--- config.mk ---
export PLATFORM = sky130hd
export DESIGN_NAME = uart_reader_flat
export DESIGN_NICKNAME = d
export VERILOG_FILES = /design/src/rtl/uart_reader_if.sv /design/src/rtl/uart_reader.sv /design/src/flat_wrapper.sv
export SDC_FILE = /design/constraint.sdc
export NUM_CORES = 1
export LEC_CHECK = 0
export CORE_ASPECT_RATIO = 0.6
export CORE_MARGIN = 2
export CORE_UTILIZATION = 40
export DETAILED_ROUTE_END_ITERATION = 6
export HOLD_SLACK_MARGIN = 0.05
export PLACE_DENSITY = 0.68
export SYNTH_ARGS = -nofsm -noshare
export SYNTH_HDL_FRONTEND = slang
export SYNTH_SLANG_ARGS = --single-unit
--- constraint.sdc ---
create_clock -name clk -period 3.14 [get_ports clk]
set_input_delay 0.628 -clock clk [delete_from_list [all_inputs] [get_ports clk]]
set_output_delay 0.628 -clock clk [all_outputs]
set_load 0.005 [all_outputs]
--- src/rtl/uart_reader_if.sv ---
// Byte-level receive handshake between the UART reader and its consumer.
// Latency: none (wires only).
// Backpressure: consumer pops with a one-cycle rx_rd pulse while rx_ready is high.
interface uart_reader_if;
  logic       rx_ready;
  logic [7:0] rx_data;
  logic       rx_rd;

  modport master (output rx_ready, output rx_data, input rx_rd);
  modport slave  (input rx_ready, input rx_data, output rx_rd);
endinterface

--- src/rtl/uart_reader.sv ---
// UART 8N1 receiver with a show-ahead byte FIFO (optional even parity: RX_PARITY_EN).
// Latency: byte visible on rx_ready about 2 + (HDIV_CNT+1) + 9*(DIV_CNT+1) + 1 clk after the start edge.
// Backpressure: none on the line; a full FIFO drops the new byte and pulses overrun.
module uart_reader #(
  parameter logic [9:0] DIV_CNT  = 10'd867,
  parameter logic [9:0] HDIV_CNT = 10'd433,
  parameter int         FIFO_AW  = 2
) (
  input  logic          clk,
  input  logic          rst,
  input  logic          rx,
  uart_reader_if.master rd_if,
  output logic          rx_busy,
  output logic          frame_err,
  output logic          overrun,
  output logic          parity_err
);

  localparam int                 DEPTH_I = 1 << FIFO_AW;
  localparam logic [FIFO_AW:0]   DEPTH   = {1'b1, {FIFO_AW{1'b0}}};

`ifdef RX_PARITY_EN
  typedef enum logic [2:0] {IDLE, START, DATA, PARITY, STOP} state_t;
`else
  typedef enum logic [1:0] {IDLE, START, DATA, STOP} state_t;
`endif

  state_t             state;
  logic               rx_m;
  logic               rx_s;
  logic [9:0]         div_cnt;
  logic [2:0]         bit_cnt;
  logic [7:0]         shift;
  logic               par_bad;

  logic [7:0]         mem [DEPTH_I];
  logic [FIFO_AW-1:0] wr_ptr;
  logic [FIFO_AW-1:0] rd_ptr;
  logic [FIFO_AW-1:0] rd_ptr_n;
  logic [FIFO_AW:0]   count;
  logic [FIFO_AW:0]   count_n;
  logic               stop_hit;
  logic               good_byte;
  logic               pop;
  logic               push;
  logic               drop;

`ifdef RX_PARITY_EN
  logic               par_bit;
  assign par_bad = ^{shift, par_bit};
`else
  assign par_bad    = 1'b0;
  assign parity_err = 1'b0;
`endif

  // Two-flop synchronizer for the asynchronous rx pin; idles high.
  always_ff @(posedge clk or posedge rst) begin
    if (rst) begin
      rx_m <= 1'b1;
      rx_s <= 1'b1;
    end else begin
      rx_m <= rx;
      rx_s <= rx_m;
    end
  end

  // Push/pop decisions for the stop-bit sample cycle; a simultaneous pop frees room in a full FIFO.
  always_comb begin
    stop_hit  = (state == STOP) && (div_cnt == DIV_CNT);
    good_byte = stop_hit && rx_s && !par_bad;
    pop       = rd_if.rx_rd && (count != '0);
    push      = good_byte && ((count != DEPTH) || pop);
    drop      = good_byte && (count == DEPTH) && !pop;
    rd_ptr_n  = rd_ptr + FIFO_AW'(pop);
    count_n   = count + (FIFO_AW+1)'(push) - (FIFO_AW+1)'(pop);
  end

  // Frame FSM: start mid-point check, mid-bit data sampling, stop check and registered pulses.
  always_ff @(posedge clk or posedge rst) begin
    if (rst) begin
      state     <= IDLE;
      div_cnt   <= '0;
      bit_cnt   <= '0;
      shift     <= '0;
      rx_busy   <= 1'b0;
      frame_err <= 1'b0;
      overrun   <= 1'b0;
`ifdef RX_PARITY_EN
      par_bit    <= 1'b0;
      parity_err <= 1'b0;
`endif
    end else begin
      frame_err <= 1'b0;
      overrun   <= drop;
`ifdef RX_PARITY_EN
      parity_err <= 1'b0;
`endif
      case (state)
        IDLE: begin
          if (!rx_s) begin
            state   <= START;
            div_cnt <= '0;
            rx_busy <= 1'b1;
          end
        end
        START: begin
          if (div_cnt == HDIV_CNT) begin
            div_cnt <= '0;
            if (!rx_s) begin
              state   <= DATA;
              bit_cnt <= '0;
            end else begin
              // Line went back high before mid-start: treat as noise.
              state   <= IDLE;
              rx_busy <= 1'b0;
            end
          end else begin
            div_cnt <= div_cnt + 10'd1;
          end
        end
        DATA: begin
          if (div_cnt == DIV_CNT) begin
            div_cnt <= '0;
            shift   <= {rx_s, shift[7:1]};
            bit_cnt <= bit_cnt + 3'd1;
            if (bit_cnt == 3'd7) begin
`ifdef RX_PARITY_EN
              state <= PARITY;
`else
              state <= STOP;
`endif
            end
          end else begin
            div_cnt <= div_cnt + 10'd1;
          end
        end
`ifdef RX_PARITY_EN
        PARITY: begin
          if (div_cnt == DIV_CNT) begin
            div_cnt <= '0;
            par_bit <= rx_s;
            state   <= STOP;
          end else begin
            div_cnt <= div_cnt + 10'd1;
          end
        end
`endif
        STOP: begin
          if (div_cnt == DIV_CNT) begin
            // Return to IDLE at mid-stop so a back-to-back start edge is not missed.
            div_cnt <= '0;
            state   <= IDLE;
            rx_busy <= 1'b0;
            if (!rx_s) begin
              frame_err <= 1'b1;
            end
`ifdef RX_PARITY_EN
            else if (par_bad) begin
              parity_err <= 1'b1;
            end
`endif
          end else begin
            div_cnt <= div_cnt + 10'd1;
          end
        end
        default: begin
          state   <= IDLE;
          rx_busy <= 1'b0;
        end
      endcase
    end
  end

  // Show-ahead FIFO; rx_data is registered so it holds the last byte once the FIFO drains.
  always_ff @(posedge clk or posedge rst) begin
    if (rst) begin
      for (int i = 0; i < DEPTH_I; i++) begin
        mem[i] <= '0;
      end
      wr_ptr         <= '0;
      rd_ptr         <= '0;
      count          <= '0;
      rd_if.rx_ready <= 1'b0;
      rd_if.rx_data  <= '0;
    end else begin
      if (push) begin
        mem[wr_ptr] <= shift;
        wr_ptr      <= wr_ptr + FIFO_AW'(1);
      end
      rd_ptr         <= rd_ptr_n;
      count          <= count_n;
      rd_if.rx_ready <= (count_n != '0);
      if (count_n != '0) begin
        // The new head may be the byte being written this very cycle.
        rd_if.rx_data <= (push && (wr_ptr == rd_ptr_n)) ? shift : mem[rd_ptr_n];
      end
    end
  end

endmodule

--- src/flat_wrapper.sv ---
// flat-port wrapper written by rule: the top's interface ports become plain ports
module uart_reader_flat 
#(
  parameter logic [9:0] DIV_CNT  = 10'd867,
  parameter logic [9:0] HDIV_CNT = 10'd433,
  parameter int         FIFO_AW  = 2
)
  (clk, rst, rx, rx_busy, frame_err, overrun, parity_err, rd_if_rx_ready, rd_if_rx_data, rd_if_rx_rd);
  uart_reader_if rd_if_i ();
  input  logic clk;
  input  logic rst;
  input  logic rx;
  output logic rx_busy;
  output logic frame_err;
  output logic overrun;
  output logic parity_err;
  output wire logic [$bits(rd_if_i.rx_ready)-1:0] rd_if_rx_ready;
  output wire logic [$bits(rd_if_i.rx_data)-1:0] rd_if_rx_data;
  input wire logic [$bits(rd_if_i.rx_rd)-1:0] rd_if_rx_rd;
  assign rd_if_rx_ready = rd_if_i.rx_ready;
  assign rd_if_rx_data = rd_if_i.rx_data;
  assign rd_if_i.rx_rd = rd_if_rx_rd;
  uart_reader #(.DIV_CNT(DIV_CNT), .HDIV_CNT(HDIV_CNT), .FIFO_AW(FIFO_AW)) u_core (.clk(clk), .rst(rst), .rx(rx), .rd_if(rd_if_i), .rx_busy(rx_busy), .frame_err(frame_err), .overrun(overrun), .parity_err(parity_err));
endmodule
# Word-level counts from Yosys, hierarchy flattened
# Cells that the tools add are included.
word_totals:
  regBits: 76
  rom_bits: 0
  output_inout_bits: 13
  latch_bits: 0
  ramBits: 0
  n_memories: 0
classes:
  magnitude_cmp: 3
  n_eq_ne: 16
  mux: 30
  n_addsub: 6
  bitwise: 2
  n_div: 0
  reduce_logical: 20
  mul: 0
  shifts: 0
ops:
  columns: ["operator", "n"]
  rows:
  - ["32-bit bitwise mux", 1]
  - ["8-bit two-way mux", 4]
  - ["10-bit two-way mux", 3]
  - ["10-bit case mux with 3 select lines", 1]
  - ["8-bit binary-select mux with 2-bit select", 1]
  - ["8-bit demux with 2-bit select", 1]
  - ["2-bit two-way mux", 6]
  - ["10-bit by 1-bit adder with 10-bit output, second input constant", 1]
  - ["10-bit == test, second input constant", 1]
  - ["10-bit by 9-bit == test with 1-bit output, second input constant", 1]
  - ["5-bit AND reduction", 2]
  - ["3-bit two-way mux", 3]
  - ["3-bit nonzero test", 3]
  - ["1-bit logical AND", 8]
  - ["2-bit by 1-bit != test with 1-bit output, second input constant", 4]
  - ["2-bit case mux with 4 select lines", 1]
  - ["1-bit two-way mux", 7]
  - ["3-bit == test, second input constant", 2]
  - ["3-bit >= comparator, second input constant", 2]
  - ["2-bit != test, second input constant", 3]
  - ["2-bit inverter with 3-bit output", 2]
  - ["3-bit case mux with 2 select lines", 1]
  - ["2-bit == test, second input constant", 2]
  - ["4-bit AND reduction", 1]
  - ["other kinds (16)", 16]

# Longest topological paths before layout
logic_depth:
  depth_word: 8
  depth_mapped: 13
  mapped_depth_nobuf: 11

# Least setup slack after synthesis
# Ideal clock, no wire load.
synth_path:
  path_kind: "register to register"
  startpoint: "register u_core.div_cnt[7]"
  endpoint: "register u_core.rd_if.rx_data[7]"
  stages_incl_launch_ff: 14
  arrival_ns: 2.911
  slack_ns: 0.092
  t_required_ns: 3.003
  setup_ns: 0.137
  path_cell_list: "dfrtp_1 and4bb_1 nand3_4 nor4_2 ha_1 inv_1 fa_1 xnor2_1 xnor2_1 or3_1 clkbuf_1 clkbuf_1 nor2_1 a21oi_1"
synth_between:
  elab_chain_len: 7
  word_cells_on_any_way: 9
synth_rtl:
  columns: ["element", "line", "text"]
  rows:
  - ["start, declared", "uart_reader.sv:31", "logic [9:0] div_cnt;"]
  - ["start signal, assigned", "uart_reader.sv:118", "div_cnt <= div_cnt + 10'd1;"]
  - ["start signal, assigned", "uart_reader.sv:134", "div_cnt <= div_cnt + 10'd1;"]
  - ["start signal, assigned", "uart_reader.sv:163", "div_cnt <= div_cnt + 10'd1;"]
  - ["10-bit == test", "uart_reader.sv:69", "stop_hit = (state == STOP) && (div_cnt == DIV_CNT);"]
  - ["1-bit logical AND", "uart_reader.sv:69", null]
  - ["1-bit logical AND", "uart_reader.sv:70", "good_byte = stop_hit && rx_s && !par_bad;"]
  - ["1-bit logical AND", "uart_reader.sv:72", "push = good_byte && ((count != DEPTH) || pop);"]
  - ["named net u_core.push", "uart_reader.sv:45", "logic push;"]
  - ["3-bit by 1-bit adder with 3-bit output", "uart_reader.sv:75", "count_n = count + (FIFO_AW+1)'(push) - (FIFO_AW+1)'(pop);"]
  - ["3-bit by 1-bit subtractor with 3-bit output", "uart_reader.sv:75", null]
  - ["named net u_core.count_n[2]", "uart_reader.sv:41", "logic [FIFO_AW:0] count_n;"]
  - ["3-bit nonzero test", "uart_reader.sv:193", "if (count_n != '0) begin"]
  - ["end signal, assigned", "uart_reader.sv:195", "rd_if.rx_data <= (push && (wr_ptr == rd_ptr_n)) ? shift : mem[rd_ptr_n];"]
  - ["end, declared", "uart_reader_if.sv:9", "modport master (output rx_ready, output rx_data, input rx_rd);"]
# The timed path passes the listed nets, and every way through them passes these cells.
# A chain may end at the register's enable or synchronous reset.

# Worst setup path after layout
layout_path:
  startpoint: "register u_core.div_cnt[5]"
  endpoint: "register u_core.rd_if.rx_data[1]"
# Same word-level chain as after synthesis.

==> results.txt <==
----------------------------------------------------
[Worst setup path]
  Arrival @ worst endpoint ... 3130 ps
  Worst Setup End Kind ... register
  Crit path max-delay cell type ... sky130_fd_sc_hd__or3_1
  Maximum fanout along the worst path ... 17
  Worst setup path category ... register to register
  Critical path startpoint category ... register
  Required time at the endpoint of the critical path ... 3350 ps
  Crit-path cells ... inv_1 > or3_1 > nor4_4 > ha_1 > inv_1 > fa_1 > xnor2_1 > xnor2_1 > or3_1 > buf_4 > nor2_1 > a21oi_1
  Stage delay of the slowest cell on the critical path ... 410 ps
  Cell family contributing the most delay on the critical path ... simple AND/OR/NAND/NOR gates
  Crit path buf inv count ... 3

[GRT]
  Total global routing track utilization ... 16.1%
  Number of global-route vias before repair ... 2202
  Wire length of the first global-routing pass ... 11800 um
  Number of antenna violations at the first check in global routing ... 0
  Pin count of the biggest net entering global routing ... 46
  Leftover overflow at the end of global routing ... 0

[Synthesis]
  Compound-cell area share of the yosys netlist ... 5.77%
  Commonest cells post-synth ... 74 x sky130_fd_sc_hd__dfrtp_1, 37 x sky130_fd_sc_hd__mux2_2, 17 x sky130_fd_sc_hd__nor2_1
  Portion of synthesized cell area occupied by the leading cell type ... 51.7%
  Most instantiated library cell after synthesis ... sky130_fd_sc_hd__dfrtp_1
  XOR/XNOR Fraction of Synth Area ... 2.59%
  Instance count of the mapped netlist ... 273
  Main combinational cell family by area after synthesis ... multiplexers
  Synthesized area divided by synthesized cell count ... 13.1 um^2
  Number of synthesized flops with an enable pin ... 0
  Netlist area before placement ... 3580 um^2
  Library cell with the largest summed area after synthesis ... sky130_fd_sc_hd__dfrtp_1
  Adder-Cell Fraction of Synth Area ... 4.41%
  Share of synthesized area occupied by flip-flops and latches ... 53.2%
  Asr flop ratio synth ... 100%
  Number of different library cells in the post-synthesis netlist ... 50
  Multiplexer share of the synthesized area ... 21.4%
  Net Count, Synth ... 289
  Share of synthesized cell area in and, or, nand and nor gates ... 10.5%
  Top cells by area, synth ... sky130_fd_sc_hd__dfrtp_1 52%, sky130_fd_sc_hd__mux2_2 12%, sky130_fd_sc_hd__ha_1 3.8%
  Most used flip-flop cell after synthesis ... sky130_fd_sc_hd__dfrtp_1
  Synthesis-stage register bit count ... 76
  Ys Warns ... 0

[Pwr]
  Sum of internal, switching and leakage power ... 2.75 mW
  Peak supply drop ... 290 uV
  Power density of the placed cells ... 638 nW/um^2
  P_leak ... 2.06 nW

[Placement]
  Standard cell area after detailed placement ... 3990 um^2
  Placer's final routability congestion estimate ... 0.840
  DP Wirelength ... 4900 um
  # port buffers ... 15

[Layout]
  Antenna diode count ... 0
  Post-Route Utilization ... 50.1%
  Area growth syn-to-layout ... 20.3%
  Nets ... 328
  Fraction of final layout cells sized beyond drive strength 1 ... 27.5%
  Design area ... 4310 um^2

[Clock network]
  Reg clk slew, reported paths ... 60 ps
  Count of H-tree levels built during CTS ... 3
  Clock tree from TritonCTS ... done
  Number of sinks handled by clock tree synthesis ... 76
  Inserted Clock Buffers ... 9
  Clock root buffer master ... sky130_fd_sc_hd__clkbuf_16
  Worst-case clock buffer depth ... 2
  Count of hold buffers inserted by post-cts repair ... 0
  Clock Latency Late Sink ... 340 ps

[Run]
  Max-cap violations ... 0

[Floorplan]
  Die area ... 9740 um^2
  Starting Density ... 41.7%
  Horizontal die dimension ... 126 um
  Core area ... 8590 um^2
  Site row count ... 26
  Die height ... 77.3 um
  Count of boundary I/O pins ... 17

[STA]
  Count of pins over their slew limit ... 0
  Worst max-slew margin expressed relative to the limit ... 59.1%
  Count of final setup violators ... 0
  Clock period minus final worst setup slack ... 2920 ps
  Peak Freq ... 0.342 GHz
  Tightest Pin Transition ... 612 ps
  Tcrit/Tclk final ... 93.0%
  Final hold violation count ... 0
  Worst slack on hold paths ... 362 ps
  Worst-case clock skew ... 3.61 ps

[Route]
  First DRT Iteration DRCs ... 155
  Residual DRC count ... 0
  Drt total wl ... 7090 um
  Drt via density ... 5.29
  Count of TritonRoute iterations in the first routing pass ... 4
  Antenna-violating nets left ... 0
  Routed WL per cell ... 16.6 um
  Vias after detailed routing ... 2266

[Status]
  Status ... completed

[Hold path]
  Worst Hold Class ... register to register

----------------------------------------------------
## sequential cells by signal, summed over array words and instances (netlist names), named ones only
signal                 flops
u_core.mem                32
u_core.div_cnt            10
u_core.rd_if.rx_data       8
u_core.shift               8
u_core.bit_cnt             3
u_core.count               3
u_core.rd_ptr              2
u_core.wr_ptr              2
u_core.frame_err           1
u_core.overrun             1
u_core.rd_if.rx_ready      1
u_core.rx_busy             1
u_core.rx_m                1
u_core.rx_s                1
u_core.state               1
## power by group
group | internal, mW | total [mW] | switching [mW] | leakage (nW)
sequential | 1.05 | 1.10 | 0.0453 | 1.02
combinational | 0.300 | 0.614 | 0.313 | 0.893
clock | 0.652 | 1.04 | 0.386 | 0.151
total | 2.00 | 2.75 | 0.744 | 2.06
## cell families (layout without fill, tap and decap cells)
| group | after synthesis | in the layout |
|---|---|---|
| xor gates and xnor gates | 9 | 9 |
| adders and majority gates | 12 | 12 |
| and+or+nand+nor | 63 | 63 |
| buffers and inverters | 18 | 61 |
| DFF | 76 | 76 |
| other | 1 | 1 |
| muxes | 60 | 60 |
| AOI/OAI and AO/OA | 34 | 34 |
## layout make-up
type                            count  area, um^2
Clock buffer                       11         253
Clock inverter                      4        48.8
Fill cell                         776        4280
Inverter                           12        45.0
Multi-Input combinational cell    179        1610
Sequential cell                    76        1900
Tap cell                          112         140
Timing Repair Buffer               34         305
## through the flow
stage / setup slack [ps] / instances / setup TNS [ps]
5_1_grt: -11.3 / 428 / -12.8
2_1_floorplan: 91.8 / 273 / 0
3_3_place_gp: -32.1 / 412 / -247
6_report: 218 / 428 / 0
4_1_cts: 91.0 / 427 / 0
3_5_place_dp: -118 / 412 / -731
## repair_timing
item / 4_1_cts / 5_1_grt
gates resized for setup: 0 / 1
setup endpoints to repair: 0 / 8
setup buffers: 0 / 1
## routing by layer
layer	GRT usage (%)	up-vias	share of wire, %
li1	-	1067	-
met1	24.4	1151	54
met2	20.8	42	40
met3	5.93	6	4.8
met4	5.27	0	1.1
met5	0	-	0
## path summary, 6_finish.rpt
kind                                        start                      end  slack (ps)  cells past startpoint
worst max-delay path            u_core.div_cnt[5]  u_core.rd_if.rx_data[1]         220                     12
worst min-delay path                  u_core.rx_m              u_core.rx_s         360                      0
worst max register to register  u_core.div_cnt[5]  u_core.rd_if.rx_data[1]         220                     12
worst min register to register        u_core.rx_m              u_core.rx_s         360                      0
max in group asynchronous                     rst        u_core.bit_cnt[1]        1780                      3
min in group asynchronous                     rst          u_core.count[2]         540                      2
## cell usage in the layout, fill, tap and decap left out, types with 9 or more instances in the layout
cell type	Yosys	layout
sky130_fd_sc_hd__dfrtp_1	74	74
sky130_fd_sc_hd__mux2_2	37	37
sky130_fd_sc_hd__buf_4	1	18
sky130_fd_sc_hd__nor2_1	17	17
sky130_fd_sc_hd__clkdlybuf4s50_1	0	15
sky130_fd_sc_hd__nand2_1	14	14
sky130_fd_sc_hd__a21oi_1	14	14
sky130_fd_sc_hd__mux2i_1	12	12
sky130_fd_sc_hd__inv_1	12	11
sky130_fd_sc_hd__ha_1	11	11
sky130_fd_sc_hd__clkbuf_16	0	9
Power figures use the tool's default switching activity.
